**config.mk**
```make
export PLATFORM = sky130hd
export DESIGN_NAME = ads8689_emu
export DESIGN_NICKNAME = d
export VERILOG_FILES = /design/src/rtl/ads8689_emu.sv
export SDC_FILE = /design/constraint.sdc
export NUM_CORES = 1
export LEC_CHECK = 0
export ABC_CLOCK_PERIOD_IN_PS = 2600
export CORE_AREA = 2 2 95 97
export DETAILED_ROUTE_END_ITERATION = 8
export DIE_AREA = 0 0 97 99
export PLACE_DENSITY_LB_ADDON = 0.3
export SYNTH_ARGS = -nofsm -noshare
export SYNTH_HDL_FRONTEND = slang
export SYNTH_SLANG_ARGS = --single-unit
```
**constraint.sdc**
```tcl
create_clock -name clk_50m -period 2.6 [get_ports clk_50m]
set_input_delay 0.65 -clock clk_50m [delete_from_list [all_inputs] [get_ports clk_50m]]
set_output_delay 0.65 -clock clk_50m [all_outputs]
set_load 0.02 [all_outputs]
```
**src/rtl/ads8689_emu.sv**
```systemverilog
`default_nettype none
// ============================================================================
// Module   : ads8689_emu
// Purpose  : Behavioural emulation of an ADS8689 ADC: CONVST-driven conversion,
//            32-bit SPI frame (mode 0, no CS) and RANGE_SEL register decode.
// Revision : 1.0 - initial release
// ============================================================================
module ads8689_emu #(
   parameter int         CONV_CYCLES = 33,
   parameter logic [8:0] RANGE_ADDR  = 9'h014
) (
   input  logic        clk_50m,
   input  logic        rst_n,
   input  logic [15:0] adc_sample,
   input  logic        CONVST,
   input  logic        ADC_RST,
   output logic        RVS,
   input  logic        sclk,
   input  logic        sdi,
   output logic        sdo,
   output logic [3:0]  range_sel,
   output logic        frame_done,
   output logic        cfg_wr,
   output logic        cmd_err,
   output logic        frame_abort
);

   typedef enum logic [1:0] {
      XFER = 2'd0,
      CONV = 2'd1,
      DONE = 2'd2
   } state_t;

   localparam logic [6:0] c_op_write = 7'b1101010;
   localparam logic [6:0] c_op_nop   = 7'b0000000;
   localparam logic [9:0] c_conv_last = 10'(CONV_CYCLES - 1);

   state_t      r_state;
   state_t      w_next_state;

   logic [1:0]  r_convst_sync;
   logic [1:0]  r_adcrst_sync;
   logic [1:0]  r_sclk_sync;
   logic [1:0]  r_sdi_sync;
   logic        r_convst_q;
   logic        r_sclk_q;

   logic [5:0]  r_bit_cnt;
   logic [9:0]  r_conv_cnt;
   logic [31:0] r_rx;
   logic [31:0] r_tx;
   logic [15:0] r_conv_reg;
   logic [3:0]  r_range_sel;
   logic        r_rvs;
   logic        r_decode_pend;
   logic        r_frame_done;
   logic        r_cfg_wr;
   logic        r_cmd_err;
   logic        r_frame_abort;

   logic        w_soft_rst;
   logic        w_convst_rise;
   logic        w_sclk_rise;
   logic        w_sclk_fall;
   logic        w_start;
   logic        w_conv_end;
   logic        w_sclk_ok;
   logic        w_shift_in;
   logic        w_shift_out;
   logic        w_last_bit;
   logic [31:0] w_rx_next;

   always_ff @(posedge clk_50m or negedge rst_n) begin
      if (!rst_n) begin
         r_convst_sync <= 2'b00;
         r_adcrst_sync <= 2'b00;
         r_sclk_sync   <= 2'b00;
         r_sdi_sync    <= 2'b00;
         r_convst_q    <= 1'b0;
         r_sclk_q      <= 1'b0;
      end else begin
         r_convst_sync <= {r_convst_sync[0], CONVST};
         r_adcrst_sync <= {r_adcrst_sync[0], ADC_RST};
         r_sclk_sync   <= {r_sclk_sync[0], sclk};
         r_sdi_sync    <= {r_sdi_sync[0], sdi};
         r_convst_q    <= r_convst_sync[1];
         r_sclk_q      <= r_sclk_sync[1];
      end
   end

   assign w_soft_rst    = ~r_adcrst_sync[1];
   assign w_convst_rise = r_convst_sync[1] & ~r_convst_q;
   assign w_sclk_rise   = r_sclk_sync[1] & ~r_sclk_q;
   assign w_sclk_fall   = ~r_sclk_sync[1] & r_sclk_q;

   // A synchronized-high CONVST blocks sclk, which also lets a same-cycle CONVST rise win.
   assign w_start     = w_convst_rise && (r_state != CONV);
   assign w_conv_end  = (r_state == CONV) && (r_conv_cnt == c_conv_last);
   assign w_sclk_ok   = (r_state == XFER) && !r_convst_sync[1];
   assign w_shift_in  = w_sclk_ok && w_sclk_rise;
   assign w_shift_out = w_sclk_ok && w_sclk_fall;
   assign w_last_bit  = w_shift_in && (r_bit_cnt == 6'd31);
   assign w_rx_next   = {r_rx[30:0], r_sdi_sync[1]};

   always_ff @(posedge clk_50m or negedge rst_n) begin
      if (!rst_n) begin
         r_state <= XFER;
      end else if (w_soft_rst) begin
         r_state <= XFER;
      end else begin
         r_state <= w_next_state;
      end
   end

   always_comb begin
      w_next_state = r_state;
      unique case (r_state)
         XFER: begin
            if (w_start) begin
               w_next_state = CONV;
            end else if (w_last_bit) begin
               w_next_state = DONE;
            end
         end
         CONV: begin
            if (w_conv_end) begin
               w_next_state = XFER;
            end
         end
         DONE: begin
            if (w_start) begin
               w_next_state = CONV;
            end
         end
         default: w_next_state = XFER;
      endcase
   end

   always_ff @(posedge clk_50m or negedge rst_n) begin
      if (!rst_n) begin
         r_bit_cnt     <= 6'd0;
         r_conv_cnt    <= 10'd0;
         r_rx          <= 32'd0;
         r_tx          <= 32'd0;
         r_conv_reg    <= 16'd0;
         r_range_sel   <= 4'h0;
         r_rvs         <= 1'b0;
         r_decode_pend <= 1'b0;
         r_frame_done  <= 1'b0;
         r_cfg_wr      <= 1'b0;
         r_cmd_err     <= 1'b0;
         r_frame_abort <= 1'b0;
      end else if (w_soft_rst) begin
         r_bit_cnt     <= 6'd0;
         r_conv_cnt    <= 10'd0;
         r_rx          <= 32'd0;
         r_tx          <= 32'd0;
         r_conv_reg    <= 16'd0;
         r_range_sel   <= 4'h0;
         r_rvs         <= 1'b0;
         r_decode_pend <= 1'b0;
         r_frame_done  <= 1'b0;
         r_cfg_wr      <= 1'b0;
         r_cmd_err     <= 1'b0;
         r_frame_abort <= 1'b0;
      end else begin
         r_frame_done  <= 1'b0;
         r_cfg_wr      <= 1'b0;
         r_cmd_err     <= 1'b0;
         r_frame_abort <= 1'b0;

         // Decode reads the word assembled on the previous edge, even if a conversion starts now.
         if (r_decode_pend) begin
            r_decode_pend <= 1'b0;
            if (r_rx[31:25] == c_op_write) begin
               if (r_rx[24:16] == RANGE_ADDR) begin
                  r_range_sel <= r_rx[3:0];
                  r_cfg_wr    <= 1'b1;
               end
            end else if (r_rx[31:25] != c_op_nop) begin
               r_cmd_err <= 1'b1;
            end
         end

         if (w_start) begin
            r_conv_reg    <= adc_sample;
            r_bit_cnt     <= 6'd0;
            r_rx          <= 32'd0;
            r_conv_cnt    <= 10'd0;
            r_rvs         <= 1'b0;
            r_frame_abort <= (r_state == XFER) && (r_bit_cnt != 6'd0) && (r_bit_cnt < 6'd32);
         end else if (r_state == CONV) begin
            r_conv_cnt <= r_conv_cnt + 10'd1;
            if (w_conv_end) begin
               r_rvs <= 1'b1;
               r_tx  <= {r_conv_reg, 12'h000, r_range_sel};
            end
         end else if (w_shift_in) begin
            r_rx      <= w_rx_next;
            r_bit_cnt <= r_bit_cnt + 6'd1;
            if (w_last_bit) begin
               r_rvs         <= 1'b0;
               r_frame_done  <= 1'b1;
               r_decode_pend <= 1'b1;
            end
         end else if (w_shift_out) begin
            r_tx <= {r_tx[30:0], 1'b0};
         end
      end
   end

   assign RVS         = r_rvs;
   assign sdo         = r_tx[31];
   assign range_sel   = r_range_sel;
   assign frame_done  = r_frame_done;
   assign cfg_wr      = r_cfg_wr;
   assign cmd_err     = r_cmd_err;
   assign frame_abort = r_frame_abort;

endmodule
`default_nettype wire

```
# After elaboration in Yosys (flattened, before gate mapping)
# Cells that the tools add are included.
[op_classes]
addsub = 2
n_lt_le_gt_ge = 1
n_eq_ne = 23
muxes = 50
n_bitwise = 6
n_reduce_logical = 17
[op_table]
columns = ["cell", "count"]
rows = [
  ["$mux W32", 10],
  ["$mux W16", 2],
  ["$mux W10", 3],
  ["$mux W6", 4],
  ["$mux W1", 21],
  ["$mux W4", 4],
  ["$add A10 B1 Y10 const B", 1],
  ["$eq A10 B6 Y1 const B", 1],
  ["$mux W2", 5],
  ["$ne A2 B1 Y1 const B", 5],
  ["$eq A9 B5 Y1 const B", 1],
  ["$ne A3 B1 Y1 const B", 3],
  ["$ne A3 B3 Y1 const B", 3],
  ["$reduce_and A3 Y1", 3],
  ["$logic_and A1 B1 Y1", 8],
  ["$ne A4 B1 Y1 const B", 2],
  ["$ne A4 B4 Y1 const B", 2],
  ["$eq A7 B7 Y1 const B", 1],
  ["$reduce_bool A7 Y1", 1],
  ["$add A6 B1 Y6 const B", 1],
  ["$eq A6 B5 Y1 const B", 1],
  ["$lt A6 B6 Y1 const B", 1],
  ["$pmux W2 S3", 1],
  ["$reduce_bool A6 Y1", 1],
  ["10 further kinds", 14],
]
[totals]
register_bits = 117
input_bits = 22
elab_cells = 117

# Longest topological paths before layout
[depth]
depth_word = 9
mapped_depth = 7
mapped_depth_nobuf = 5

# Worst setup path before layout
# Ideal clock, no wire load.
[synth_timing]
path_kind = "reg2reg"
startpoint = "register r_state[1]"
endpoint = "register r_tx[28]"
arrival_time_ns = 1.732
setup_slack_ns = 0.744
path_stages_with_launch = 5
path_buffers = 1
path_cell_list = "dfrtp_1 or4b_1 a22oi_2 buf_4 mux2_2"
[synth_via]
elab_chain_len = 5
elab_cells_between_ends = 16
cone_classes = "eq/ne (6); mux (3); reduce/logical (7)"
[synth_rtl]
columns = ["element", "line", "source"]
rows = [
  ["from (decl)", "38", "state_t r_state;"],
  ["from (signal assigned)", "111", "r_state <= w_next_state;"],
  ["$logic_not A2 Y1", "99", "assign w_sclk_ok = (r_state == XFER) && !r_convst_sync[1];"],
  ["$logic_and A1 B1 Y1", "99", ""],
  ["$logic_and A1 B1 Y1 (on tied branches)", "101, 100", ""],
  ["$ne A3 B1 Y1 (no source line) or $ne A3 B2 Y1 (tied branches)", "-", ""],
  ["$reduce_and A4 Y1 (no source line)", "-", ""],
  ["to (signal assigned)", "196", "r_tx <= {r_conv_reg, 12'h000, r_range_sel};"],
  ["to (signal assigned)", "207", "r_tx <= {r_tx[30:0], 1'b0};"],
  ["to (decl)", "51", "logic [31:0] r_tx;"],
]
# Parallel ways exist; a longest one is shown, timed or not. The select of a mux whose other input is x is not followed.
# A chain may end at the register's enable or synchronous reset.

# Worst setup path after layout
[layout_timing]
startpoint = "register r_frame_done (netlist: frame_done)"
endpoint = "output port frame_done"
[layout_rtl]
columns = ["element", "line", "source"]
rows = [
  ["from (decl)", "56", "logic r_frame_done;"],
  ["from (signal assigned)", "149", "r_frame_done <= 1'b0;"],
  ["from (signal assigned)", "162", "r_frame_done <= 1'b0;"],
  ["from (signal assigned)", "167", "r_frame_done <= 1'b0;"],
  ["to (decl)", "22", "output logic frame_done,"],
]
# No word-level cell between the ends.

==> summary.txt <==
STA
  • Final TNS setup: 0 ps
  • Fin Clk Skew: approximately 7.4 ps
  • Slew headroom: 59.08%
  • Final Cycle Share: between 80% and 90%
  • Worst Setup Slack, final: slightly above 400 ps
  • Endpoints failing setup: 0
  • F_max: between 0.4 and 0.5 GHz
  • Slew @ Worst Pin: approximately 600 ps
  • Final Max Tran Viols: 0
  • Post-layout minimum cycle time: between 2000 and 2500 ps
  • Hold Fails Final Rpt: 0
  • RSZ-0062 raised after global routing: false

Clock tree
  • Post-CTS Hold Fix Bufs: 0
  • TritonCTS Buffers: 17
  • Postcts setup bufs: 0
  • Root buf cell: clkbuf_8
  • Clock Pin Slew Worst Setup and Hold Paths: about 60 ps
  • Worst skew pair latency: between 500 and 600 ps
  • Sink Count: 117
  • CTS tree: built
  • Clk buf depth: 2
  • H-tree depth: 4
  • Number of gates resized after CTS: 0

Placed design
  • Area after DPL: roughly 5300 um2
  • Placed insts: 536
  • Routability Congestion: just under 0.8
  • Detailed placer's ending HPWL: slightly below 6000 um
  • Pre-CTS WS: between 500 and 600 ps
  • Port-buffer cells: 31

Synthesis
  • Ys Warns: 0
  • Cells after Synth: between 400 and 500
  • Syn_area_per_cell: 12.02 um2
  • Net Count, Synth: 434
  • Synth async-reset ratio: 100.0%
  • Cell Area, Synth: 4906 um2
  • Yosys top cell area share: 59.68%
  • Area leader, netlist: dfrtp_1
  • Most used DFF post-synth: dfrtp_1
  • Synth unique cells: 44
  • Register area share after synthesis: approximately three fifths
  • EDFF count, synth: 0
  • Main area contributors after synthesis: dfrtp_1, a22o_1, mux2_2, nand2_1, a21oi_1
  • FF+latch count, synth: between 100 and 150

Die
  • DIE HEIGHT: approximately 99 um
  • Die width: approximately 97 um
  • # IOs: 32
  • Core area: 8551 um2
  • Num rows: 34
  • Starting Density: 57.37%
  • Die area: between 9000 and 10,000 um2

Worst setup path
  • Worst setup SP type: flip-flop
  • Worst-path cell chain: clkdlybuf4s50_1
  • Data arrival, critical path: around 1500 ps
  • Launch point of the worst path: frame_done
  • Crit-path max FO: 3
  • CP endpoint kind: primary output
  • Top delay family on crit path: buffers and inverters
  • CP peak stage delay: approximately 630 ps
  • Reg2reg start: r_state[0]
  • Critical path buffers and inverters: 1
  • Critical path type: reg -> out
  • Slowest CP cell: clkdlybuf4s50_1
  • Crit path required time: 1950 ps

Min path
  • Min-delay worst type: in -> async

Power and ir drop
  • Pleak: roughly 2.7 nW
  • Maximum VDD drop: around 0.6 mV
  • PwrDens: approximately 730 nW/um2

Detailed routing
  • Via count: roughly 3,300
  • Antenna viol nets, final: 0
  • Drt total wl: approximately 10,000 um
  • DRC Markers: 0
  • Routed vias/inst: ~5.9
  • Pre-Repair DR Iteration Count: 5
  • Starting DRT DRC Count: between 200 and 250
  • Post-DR wirelength/cell: approximately 18 um

Final layout
  • Fin cells: roughly 570
  • Area Overhead vs Synth: 20.28%
  • Nets: 473
  • Final instance area: between 5000 and 6000 um2
  • Core Util, Final: a little under 70%
  • Share of cells above drive strength 1: 17.21%
  • # diodes: 0

GRT
  • All-layer global routing usage: a little under a quarter
  • Vias in the first global route: between 3,000 and 4,000
  • Largest net degree at the start of global routing: between 40 and 50
  • Total grt overflow: 0
  • Initial antenna violation count: 0
  • First-pass GRT wire length: between 15,000 and 20,000 um

Status
  • Run status: finished, final reports clean

Flow run
  • Max Cap Viol: 0
==> worst register-to-register path: cells and delay by family (launching register included) <==
family                 cells  cell delay [ps]
and+or+nand+nor            3             1150
DFF                        1              420
buffers and inverters      1              250
muxes                      1              210
==> logic make-up (layout without fill, tap and decap cells) <==
logic type      count (synthesis)  after routing  share of synthesized area, %
fa+ha+maj                       4              4                         1.020
compound gates                 99             99                         15.20
mux                            33             33                         7.396
buf+inv                        40             91                         3.953
xor+xnor                        6              6                         1.071
simple gates                  109            109                         11.68
flops                         117            117                         59.68
==> stage by stage <==
stage / power, W / hold slack, ps
after floorplan: 0.002031 / 331.2
after detailed placement: 0.002146 / 334.7
after global placement: 0.002139 / 334.4
after global routing: 0.004472 / 180.4
final: 0.004320 / 143.6
after CTS: 0.004351 / 156.6
==> synthesized netlist by cell type, types with 5 or more instances <==
cell type	instances
mux2i_1	7
buf_2	8
dfrtp_1	117
nand2_1	40
xnor2_1	6
inv_1	16
nor3_1	11
clkbuf_1	6
a21oi_1	16
or3_1	6
a22o_1	57
nor2_1	15
mux2_2	26
and3_1	5
buf_4	5
o21ai_0	14
==> per-layer routing <==
layer | vias up | routed length [um] | global-route usage, %
li1 | 1556 | - | -
met3 | 15 | 403 | 6.170
met2 | 84 | 4991 | 34.94
met4 | 0 | 161 | 8.884
met5 | - | 0 | 0
met1 | 1688 | 4547 | 30.54
==> worst paths after layout <==
check,endpoint,slack (ps),cells after the start
worst max-delay path,frame_done,420,1
max in group asynchronous,r_conv_cnt[8],1780,2
worst min register to register,r_convst_sync[1],350,0
min in group clk_50m,r_convst_sync[1],350,0
worst max register to register,r_bit_cnt[0],500,5
worst min-delay path,r_rx[21],140,1
==> cell usage in the layout, fill, tap and decap left out, drive strengths merged, types with 2 or more instances in the layout <==
| master | instances |
|---|---|
| nor3 | 11 |
| nand4 | 4 |
| buf | 13 |
| nor3b | 2 |
| clkbuf | 20 |
| and3 | 5 |
| nor2 | 17 |
| or4b | 3 |
| clkinv | 3 |
| clkinvlp | 5 |
| or3 | 8 |
| nand2 | 40 |
| nand3 | 3 |
| nor4b | 3 |
| inv | 18 |
| clkdlybuf4s50 | 30 |
| nor4 | 3 |
| a31oi | 3 |
| nand2b | 3 |
| ha | 4 |
| mux2 | 26 |
| bufinv | 2 |
| and2 | 2 |
| a21oi | 16 |
| a22o | 59 |
| dfrtp | 117 |
| nand3b | 2 |
| o21ai | 16 |
| mux2i | 7 |
| xnor2 | 6 |
==> power breakdown <==
group	internal, W	switching [W]
clock	0.00138	0.000819
combinational	0.0000960	0.000147
sequential	0.00185	0.0000223
==> area by class of cell <==
type	instances	area, um2
clock inverter	11	128.9
multi-input combinational	251	1787
inverter	17	63.81
tap	108	135.1
fill	638	2650
sequential	117	2928
timing repair buffer	43	422.9
clock buffer	20	435.4
Power figures use the tool's default switching activity.
